### config.mk
export PLATFORM = sky130hd
export DESIGN_NAME = alu_cond_stage
export DESIGN_NICKNAME = d
export VERILOG_FILES = /design/src/rtl/alu_cond_stage.sv
export SDC_FILE = /design/constraint.sdc
export NUM_CORES = 1
export LEC_CHECK = 0
export BUFFER_PORTS_ARGS = -buffer_cell sky130_fd_sc_hd__buf_4
export CAP_MARGIN = 20
export CORE_ASPECT_RATIO = 2
export CORE_MARGIN = 1
export CORE_UTILIZATION = 30
export DETAILED_ROUTE_END_ITERATION = 12
export SLEW_MARGIN = 20
export SYNTH_ARGS = -nofsm -noshare
export SYNTH_HDL_FRONTEND = slang
export SYNTH_SLANG_ARGS = --single-unit
### constraint.sdc
create_clock -name clk -period 6.43 [get_ports clk]
set_clock_uncertainty 0.15 [all_clocks]
set_input_delay 0.3215 -clock clk [delete_from_list [all_inputs] [get_ports clk]]
set_output_delay 0.3215 -clock clk [all_outputs]
set_load 0.05 [all_outputs]
### src/rtl/alu_cond_stage.sv
// alu_cond_stage
//   EX/MEM stage sitting right behind the ALU. Holds the NZV status register,
//   evaluates 4-bit ARM-style condition codes against it, and registers the
//   pipeline word with register/memory writes gated by the condition result.
//   Also counts instructions that were annulled by a failed condition.
//
// Ports
//   clk, rst_n                   clock (rising edge), async active-low reset
//   in_valid                     ALU slot holds a real instruction
//   alu_result, alu_z/n/v        ALU result and flags
//   cond, set_flags              condition code, S bit
//   in_rd, in_reg_write,
//   in_mem_write                 destination and write enables
//   stall, flush                 hazard-unit controls (flush wins)
//   out_valid, out_result,
//   out_rd, out_reg_write,
//   out_mem_write                registered EX/MEM word
//   flags_nzv                    status register {N,Z,V}
//   cond_pass                    combinational condition result
//   annul_count                  count of condition-failed instructions
module alu_cond_stage #(
    parameter int N  = 32,
    parameter int RW = 4,
    parameter int CW = 16
) (
    input  logic          clk,
    input  logic          rst_n,
    input  logic          in_valid,
    input  logic [N-1:0]  alu_result,
    input  logic          alu_z,
    input  logic          alu_n,
    input  logic          alu_v,
    input  logic [3:0]    cond,
    input  logic          set_flags,
    input  logic [RW-1:0] in_rd,
    input  logic          in_reg_write,
    input  logic          in_mem_write,
    input  logic          stall,
    input  logic          flush,
    output logic          out_valid,
    output logic [N-1:0]  out_result,
    output logic [RW-1:0] out_rd,
    output logic          out_reg_write,
    output logic          out_mem_write,
    output logic [2:0]    flags_nzv,
    output logic          cond_pass,
    output logic [CW-1:0] annul_count
);

    logic f_n, f_z, f_v;
    logic accept, live, slot_ok;

    assign {f_n, f_z, f_v} = flags_nzv;

    // Conditions look only at the registered flags; carry-based codes
    // (no carry from the ALU) and the reserved 1111 never pass.
    always_comb begin
        cond_pass = 1'b0;
        case (cond)
            4'b0000: cond_pass = f_z;
            4'b0001: cond_pass = !f_z;
            4'b0100: cond_pass = f_n;
            4'b0101: cond_pass = !f_n;
            4'b0110: cond_pass = f_v;
            4'b0111: cond_pass = !f_v;
            4'b1010: cond_pass = (f_n == f_v);
            4'b1011: cond_pass = (f_n != f_v);
            4'b1100: cond_pass = !f_z && (f_n == f_v);
            4'b1101: cond_pass = f_z || (f_n != f_v);
            4'b1110: cond_pass = 1'b1;
            default: cond_pass = 1'b0;
        endcase
    end

    // flush overrides stall: a flushed slot always advances as a bubble
    assign accept  = !stall || flush;
    assign slot_ok = in_valid && !flush;
    assign live    = slot_ok && cond_pass;

    always_ff @(posedge clk or negedge rst_n) begin
        if (!rst_n) begin
            out_valid     <= 1'b0;
            out_result    <= '0;
            out_rd        <= '0;
            out_reg_write <= 1'b0;
            out_mem_write <= 1'b0;
            flags_nzv     <= 3'b000;
            annul_count   <= '0;
        end else if (accept) begin
            out_valid     <= slot_ok;
            out_result    <= alu_result;
            out_rd        <= in_rd;
            out_reg_write <= in_reg_write && live;
            out_mem_write <= in_mem_write && live;
            // flags and outputs load on the same edge, so the next
            // instruction already evaluates against this one's flags
            if (live && set_flags)
                flags_nzv <= {alu_n, alu_z, alu_v};
            if (slot_ok && !cond_pass)
                annul_count <= annul_count + CW'(1);
        end
    end

endmodule
==> impl_metrics.tcl, run 1 <==
set metrics [dict create \
    status "finished clean" \
    drt_first_pass_iters 4 \
    fin_setup_tns_ps 0 \
    slew_headroom 0.405 \
    worstSetupEndpointType "output pin" \
    peakVddDrop_mv 0.143 \
    grt_max_degree 59 \
    min_to "out_valid$_DFFE_PN0P_" \
    routed.top_layer "met4" \
    core_area_um2 8290 \
    drt-wirelength-per-cell_um 13.8 \
    rsz0062_at_grt "false" \
    fin_crit_sh 0.443 \
    grtUsageTotal 0.161 \
    grt_pass1_wl_mm 10.5 \
    utilization 0.450 \
    post_dp_cell_area_um2 3460 \
    ys_seq_area_frac 0.567 \
    overflow 0 \
    synth.top_cells.by_count "115 x nand2_1, 58 x dfrtp_1, 11 x xor2_1" \
    wl_met2_mm 3.59 \
    max_freq_mhz 351 \
    drc_errors 0 \
    cts_buffers 9 \
    dp_slack_ps 3780 \
    via_per_inst 4.61 \
    slew_violations 0 \
    fin_ws_ps 3580 \
    synth_seq_cells 58 \
    wl_met3_um 241 \
    setup_violations 0 \
    drt.antenna.violating_nets 0 \
    wl_mm 6.56 \
    port_buffers 109 \
    cp_data_required_time_ps 5960 \
    yosys_warnings 0 \
    hp-class "input pin to register" \
    cap_violations 0 \
    clk_path_buf_depth 2 \
    dp_hpwl_mm 4.84 \
    period_minus_slack_ps 2850 \
    antenna_found_initial 0 \
    n_antenna_cell 0 \
    yosysTopAreaCell "dfrtp_1" \
    die_w_um 67.3 \
    die_h_um 133 \
    ys_async_sr_fraction 1.00 \
    clock_sinks 58 \
    whs_ps 40.8 \
    cts_root_buffer "clkbuf_16" \
    powerDensity_nw_per_um2 330 \
    reg2reg_to "annul_count[3]$_DFFE_PN0P_" \
    dieArea_um2 8930 \
    hold_viol_final 0 \
    netlist_instances 263 \
    insertion_delay_ps 320 \
    nNetsFinal 426 \
    area_growth_pct 45.8 \
    io_pins 110 \
    finalInstanceArea_um2 3730 \
    placementRows 47 \
    netlist_top_cells_area "dfrtp_1 57%, nand2_1 17%, xor2_1 3.8%, nor4_2 2.4%, mux2_2 1.8%" \
    path_max_fanout 15 \
    hp-start "flush" \
    synth_most_common_cell "nand2_1" \
    cts.htree.levels 3 \
    path_class "register to output pin" \
    cts.clk_slew.worst_paths_ps 50 \
    grt_pass1_vias 2159 \
    p_leak_uw 0.00198 \
    gp_congestion 0.821 \
    syn_avg_cell_area_um2 9.73 \
    start_util 0.309 \
    worst_slew_pin_slew_ps 893 \
    cp_data_arrival_time_ps 2370 \
    synth_ff_type "dfrtp_1" \
    ff2ff_path_depth 5 \
    vias 2186 \
    cp-start-kind "register" \
    r2r_setup_slack_ps 4010 \
    met1_length_mm 2.49 \
    syn_nets 315 \
    timing.rr.start "flags_nzv[0]$_DFFE_PN0P_" \
    fill_cells 841 \
    syn-cell-area_um2 2560 \
    postCtsResizedCells 0 \
    drt_iter0_drc 103 \
    synth_edf_count 0 \
    yosys.area.top_type_share 0.567 \
    cts_tree "built" \
    netlist-cell-type-count 36 \
    drive_gt1_frac 0.364 \
    holdPathStages 2 \
]
==> flip-flops by register name, indices dropped and copies added, names as in the netlist <==
signal         count
out_reg_write      1
out_result        32
out_mem_write      1
flags_nzv          3
annul_count       16
out_valid          1
out_rd             4
==> where the power goes <==
part | switching (uW) | leakage, uW | internal [uW]
logic | 240 | 0.00112 | 123
clock network | 144 | 0.000128 | 274
registers | 43.6 | 0.000725 | 406
total | 428 | 0.00198 | 803
==> layout make-up <==
type	count	area, um^2	share of cell area
well taps	98	123	0.0328
multi-input cells	193	1060	0.283
flip-flops and latches	58	1450	0.389
clock buffers	13	260	0.0697
repair buffers	112	843	0.226
==> layer usage <==
layer / global-route usage / vias up
li1: - / 1072
met1: 0.175 / 1031
met2: 0.264 / 69
met3: 0.0362 / 14
met4: 0.111 / 0
met5: 0 / -
==> stage by stage <==
stage / total power [uW] / instances
floorplan: 692 / 263
global placement: 816 / 460
detailed placement: 821 / 460
CTS: 1250 / 474
global route: 1280 / 474
finish: 1230 / 474
==> layout by cell type (no fill, tap or decap), types with 2 or more instances in the layout <==
cell type / n
nor3b_1: 2
buf_4: 111
a32o_1: 2
mux2_2: 4
nand2_1: 115
xor2_1: 11
clkbuf_8: 2
nor4_2: 5
nand3_1: 5
nor3_1: 7
nand4_1: 6
mux2i_1: 2
and3_1: 2
clkbuf_16: 9
or3_1: 2
and2_1: 2
xnor2_1: 5
dfrtp_1: 58
clkbuf_1: 2
nor2_1: 5
nand2b_1: 2
==> worst max-delay path by stage <==
| stage | slack, ps | depth (start not counted) | endpoint | startpoint |
|---|---|---|---|---|
| CTS | 3570 | 5 | cond_pass | flags_nzv[2]$_DFFE_PN0P_ |
| detailed placement | 3780 | 6 | cond_pass | cond[1] |
| global route | 3440 | 5 | cond_pass | flags_nzv[2]$_DFFE_PN0P_ |
| floorplan | 3840 | 5 | out_mem_write$_DFFE_PN0P_ | flags_nzv[1]$_DFFE_PN0P_ |
| global placement | 3810 | 6 | cond_pass | cond[1] |
| finish | 3580 | 5 | cond_pass | flags_nzv[2]$_DFFE_PN0P_ |
==> worst max-delay path: stages, from the launching register on <==
cell and delay, ps:
dfrtp_1 440, xnor2_1 220, and4b_1 230, or2_0 690, nand2b_1 250, buf_4 220
==> cells by family (layout without fill, tap and decap cells) <==
| kind of cell | after synthesis | in the layout | synth area share |
|---|---|---|---|
| and+or+nand+nor | 163 | 163 | 0.296 |
| adders and majority gates | 1 | 1 | 0.00489 |
| buffers and inverters | 12 | 125 | 0.0215 |
| muxes | 7 | 7 | 0.0313 |
| xor gates and xnor gates | 17 | 17 | 0.0611 |
| AOI/OAI and AO/OA | 5 | 5 | 0.0181 |
| DFF | 58 | 58 | 0.567 |
==> repair_timing <==
action,CTS,global route
setup buffers,0,0
endpoints found under the hold margin,58,0
hold buffers,1,0
(Power assumes the default switching activity.)
==> run 2, diff against run 1 <==
Clock period 6.43 ns to 2.4 ns, I/O delays scaled along.
==> impl_metrics.tcl, run 2 (synthesis gave the netlist of run 1 again) <==
set metrics [dict create \
    status "finished clean" \
    path_max_fanout 11 \
    slowest_delay_ps 430 \
    die_w_um 67.3 \
    vias 2370 \
    peakVddDrop_mv 0.432 \
    cp-start-kind "register" \
    drt_first_pass_iters 4 \
    grt_max_degree 59 \
    period_minus_slack_ps 2270 \
    top_regs "out_result: 32 flops, annul_count: 16 flops, out_rd: 4 flops" \
    reg2reg_to "annul_count[5]$_DFFE_PN0P_" \
    slowest_stage "dfrtp_2" \
    dp_slack_ps 111 \
    cp_data_arrival_time_ps 2320 \
    cp_data_required_time_ps 2450 \
    largest_reg_flops 32 \
    cts_root_buffer "clkbuf_16" \
    antenna_found_initial 0 \
    drt.antenna.violating_nets 0 \
    path_class "register to register" \
    drt_iter0_drc 84 \
    dieArea_um2 8930 \
    holdPathStages 3 \
    grt_pass1_vias 2422 \
    min_to "flags_nzv[2]$_DFFE_PN0P_" \
    port_buffers 109 \
    nNetsFinal 473 \
    drc_errors 0 \
    overflow 0 \
    start_util 0.309 \
    wl_mm 6.96 \
    clock_sinks 58 \
    worst_slew_pin_slew_ps 747 \
    power_uw 3360 \
    fin_setup_tns_ps 0 \
    cts.htree.levels 3 \
    n_antenna_cell 0 \
    slew_headroom 0.502 \
    path_cells "o21a_1 -> nor4_4 -> mux2_4 -> buf_4 -> or3_1 -> xnor2_1" \
    via_per_inst 4.56 \
    path_delay_family "simple AND/OR/NAND/NOR gates" \
    cts.clk_slew.worst_paths_ps 50 \
    powerDensity_nw_per_um2 800 \
    setup_violations 0 \
    post-cts-setup-buffer-count 0 \
    ff2ff_path_depth 6 \
    hp-start "set_flags" \
    fin_ws_ps 129 \
    top_register "out_result" \
    grt_pass1_wl_mm 11.3 \
    dp_hpwl_mm 4.97 \
    cap_violations 0 \
    clk_path_buf_depth 2 \
    io_pins 110 \
    area_growth_pct 64.1 \
    insertion_delay_ps 320 \
    cts_tree "built" \
    worstSetupEndpointType "register" \
    max_freq_mhz 440 \
    path_buf_inv 1 \
    hold_viol_final 0 \
    p_leak_uw 0.00217 \
    gp_congestion 0.776 \
    grtUsageTotal 0.172 \
    core_area_um2 8290 \
    placementRows 47 \
    r2r_setup_slack_ps 130 \
    drive_gt1_frac 0.346 \
    drt-wirelength-per-cell_um 13.4 \
    cts_buffers 9 \
    die_h_um 133 \
    fin_crit_sh 0.946 \
    rsz0062_at_grt "false" \
    mostFrequentLayoutCells "115 x nand2_1, 115 x buf_4, 55 x dfrtp_1" \
    hp-class "input pin to register" \
    timing.rr.start "flags_nzv[0]$_DFFE_PN0P_" \
    slew_violations 0 \
]
-- run 2: cell count changes in the layout (fill, tap and decap cells not counted), moves of 3 or more --
cell,previous run,this run
dlygate4sd3_1,1,44
buf_4,111,115
dfrtp_1,58,55
dfrtp_2,0,3
-- run 2: per-stage QoR --
| step | hold WS [ps] | std cells | cell area [um^2] | util |
|---|---|---|---|---|
| detailed placement | 91.6 | 464 | 3510 | 0.423 |
| global placement | 87.1 | 464 | 3510 | 0.423 |
| global route | 61.7 | 520 | 4200 | 0.507 |
| finish | 52.5 | 520 | 4200 | 0.507 |
| floorplan | -326 | 263 | 2570 | - |
| CTS | 56.5 | 520 | 4200 | 0.506 |
-- run 2: repair_timing --
item,in CTS,in global routing
resized for setup,0,1
endpoints found under the setup margin,0,1
endpoints found under the hold margin,100,0
hold buffers,44,0
-- run 2: worst max-delay path by stage --
stage	start	cells past startpoint	end	slack [ps]
after floorplan	flags_nzv[1]$_DFFE_PN0P_	5	annul_count[3]$_DFFE_PN0P_	7
after global routing	flags_nzv[1]$_DFFE_PN0P_	7	annul_count[5]$_DFFE_PN0P_	10
after detailed placement	flags_nzv[0]$_DFFE_PN0P_	6	annul_count[5]$_DFFE_PN0P_	110
after global placement	flags_nzv[0]$_DFFE_PN0P_	6	annul_count[5]$_DFFE_PN0P_	150
final	flags_nzv[0]$_DFFE_PN0P_	6	annul_count[5]$_DFFE_PN0P_	130
after CTS	flags_nzv[0]$_DFFE_PN0P_	5	cond_pass	20
-- run 2: per-layer routing --
| metal | global-route usage | up-vias | part of all wire |
|---|---|---|---|
| li1 | - | 1174 | - |
| met3 | 0.0466 | 13 | 0.042 |
| met1 | 0.177 | 1114 | 0.36 |
| met4 | 0.0827 | 0 | 0.030 |
| met2 | 0.304 | 69 | 0.57 |
| met5 | 0 | - | 0 |
-- run 2: worst reg2reg max path: stages, from the launching register on --
cell	delay (ps)
dfrtp_2	430
o21a_1	210
nor4_4	340
mux2_4	350
buf_4	180
or3_1	370
xnor2_1	130
-- run 2: power by group --
group	switching (uW)	internal, uW
Combinational	665	402
Sequential	117	1090
Clock	387	697
Total	1170	2190
-- run 2: area by class of cell --
type,instances,area [um^2]
Multi-Input combinational cell,193,1070
Sequential cell,58,1460
Fill cell,773,4090
Tap cell,98,123
Clock buffer,11,243
Clock inverter,1,5.00
Timing Repair Buffer,159,1300
==> run 3, diff against run 2 <==
Settings changed: PLACE_DENSITY set to 0.69.
==> impl_metrics.tcl, run 3 (synthesis gave the netlist of run 1 again) <==
set metrics [dict create \
    cts_tree "built" \
    sw_frac_of_total 0.347 \
    fin_crit_sh 0.969 \
    cts.htree.levels 3 \
    path_max_fanout 8 \
    hold_viol_final 0 \
    final_common_cell "nand2_1" \
    start_util 0.309 \
    top_regs "out_result: 32 flops, annul_count: 16 flops, out_rd: 4 flops" \
    setup_violations 0 \
    max_freq_mhz 430 \
    overflow 0 \
    gp_congestion 0.763 \
    powerDensity_nw_per_um2 828 \
    dieArea_um2 8930 \
    whs_ps 40.3 \
    post-cts-setup-buffer-count 0 \
    grt_pass1_vias 2405 \
    worst_slew_pin_slew_ps 747 \
    die_w_um 67.3 \
    drt-wirelength-per-cell_um 13.6 \
    largest_reg_flops 32 \
    placementRows 47 \
    drt_first_pass_iters 6 \
    n_antenna_cell 0 \
    vias 2389 \
    mostFrequentLayoutCells "115 x nand2_1, 114 x buf_4, 55 x dfrtp_1" \
    die_h_um 133 \
    pwr-share-clk 0.347 \
    nNetsFinal 473 \
    port_buffers 109 \
    hp-class "input pin to register" \
    grt_use_met1 0.188 \
    cap_violations 0 \
    drc_errors 0 \
    busiest_layer "met2" \
    drt.antenna.violating_nets 0 \
    core_area_um2 8290 \
    drt_iter0_drc 113 \
    power_uw 3530 \
    met3_usage 0.0422 \
    cp-start-kind "register" \
    cts_buffers 9 \
    wl_mm 7.15 \
    via_per_inst 4.56 \
    path_class "register to register" \
    grt_pass1_wl_mm 11.4 \
    seqPwrFrac 0.344 \
    p_int_uw 2310 \
    p_leak_uw 0.00220 \
    drive_gt1_frac 0.357 \
    dp_hpwl_mm 4.83 \
    power_frac_comb 0.309 \
    area_growth_pct 66.6 \
    clock_sinks 58 \
    grt_max_degree 59 \
    worstSetupEndpointType "register" \
    antenna_found_initial 0 \
    insertion_delay_ps 330 \
    cts_root_buffer "clkbuf_16" \
    top_register "out_result" \
    slew_headroom 0.502 \
    grtUsageTotal 0.173 \
    period_minus_slack_ps 2330 \
    cts.clk_slew.worst_paths_ps 50 \
    cp_data_required_time_ps 2460 \
    fill_cells 748 \
    peakVddDrop_mv 0.483 \
    status "finished clean" \
    cp_data_arrival_time_ps 2390 \
    slew_violations 0 \
    p_sw_uw 1230 \
    met2_usage 0.292 \
    clk_path_buf_depth 2 \
    io_pins 110 \
    utilization 0.514 \
    fin_setup_tns_ps 0 \
]
-- run 3: cell types whose count changed in the layout (fill, tap and decap cells not counted), sizes merged --
cell / previous run / this run
clkinv: 1 / 4
bufinv: 0 / 1
clkbuf: 11 / 10
clkinvlp: 0 / 1
-- run 3: repair_timing --
item                                   CTS  global route
hold buffers                            44             0
endpoints found under the hold margin  100             0
setup endpoints to repair                0             1
resized for setup                        0             3
-- run 3: final timing paths --
kind	from	slack [ps]	endpoint	cells after the start
min in group asynchronous	rst_n	250	annul_count[3]$_DFFE_PN0P_	2
hold / removal	set_flags	40	flags_nzv[0]$_DFFE_PN0P_	3
setup / recovery	flags_nzv[2]$_DFFE_PN0P_	70	annul_count[3]$_DFFE_PN0P_	6
setup reg to reg	flags_nzv[2]$_DFFE_PN0P_	70	annul_count[3]$_DFFE_PN0P_	6
hold reg to reg	out_result[15]$_DFFE_PN0P_	310	out_result[15]$_DFFE_PN0P_	2
max in group asynchronous	rst_n	1330	flags_nzv[2]$_DFFE_PN0P_	2
-- run 3: power by group through the flow --
stage	clock network [uW]	logic, uW	registers, uW
final	1230	1090	1210
after global routing	1310	1150	1230
after CTS	1260	1080	1210
after detailed placement	0	1020	1220
after global placement	0	1020	1210
after floorplan	0	291	1580
-- run 3: cell type report --
class                   instances  area, um^2  area share
clock buffers                  10         229      0.0537
clock inverters                 6        57.6      0.0135
multi-input cells             193        1080       0.254
flip-flops and latches         58        1460       0.341
well taps                      98         123      0.0287
repair buffers                159        1320       0.309
-- run 3: critical path, cell delays in order, from the launching register on --
cell and delay (ps):
dfrtp_2 440, nor4b_2 70, buf_4 140, nor4_4 350, mux2_4 390, or4_4 530, xnor2_2 140
-- run 3: metal layers --
layer,wire length (um),share of wire
met5,0,0
met4,240,0.034
met2,3840,0.54
met1,2760,0.39
met3,310,0.043
-- run 3: per-stage QoR --
stage               instances  setup WS [ps]  area (um^2)
floorplan                 263           7.26         2570
detailed placement        464           75.9         3520
global route              524          -3.12         4270
CTS                       524           19.9         4250
global placement          464            125         3520
finish                    524           74.1         4270
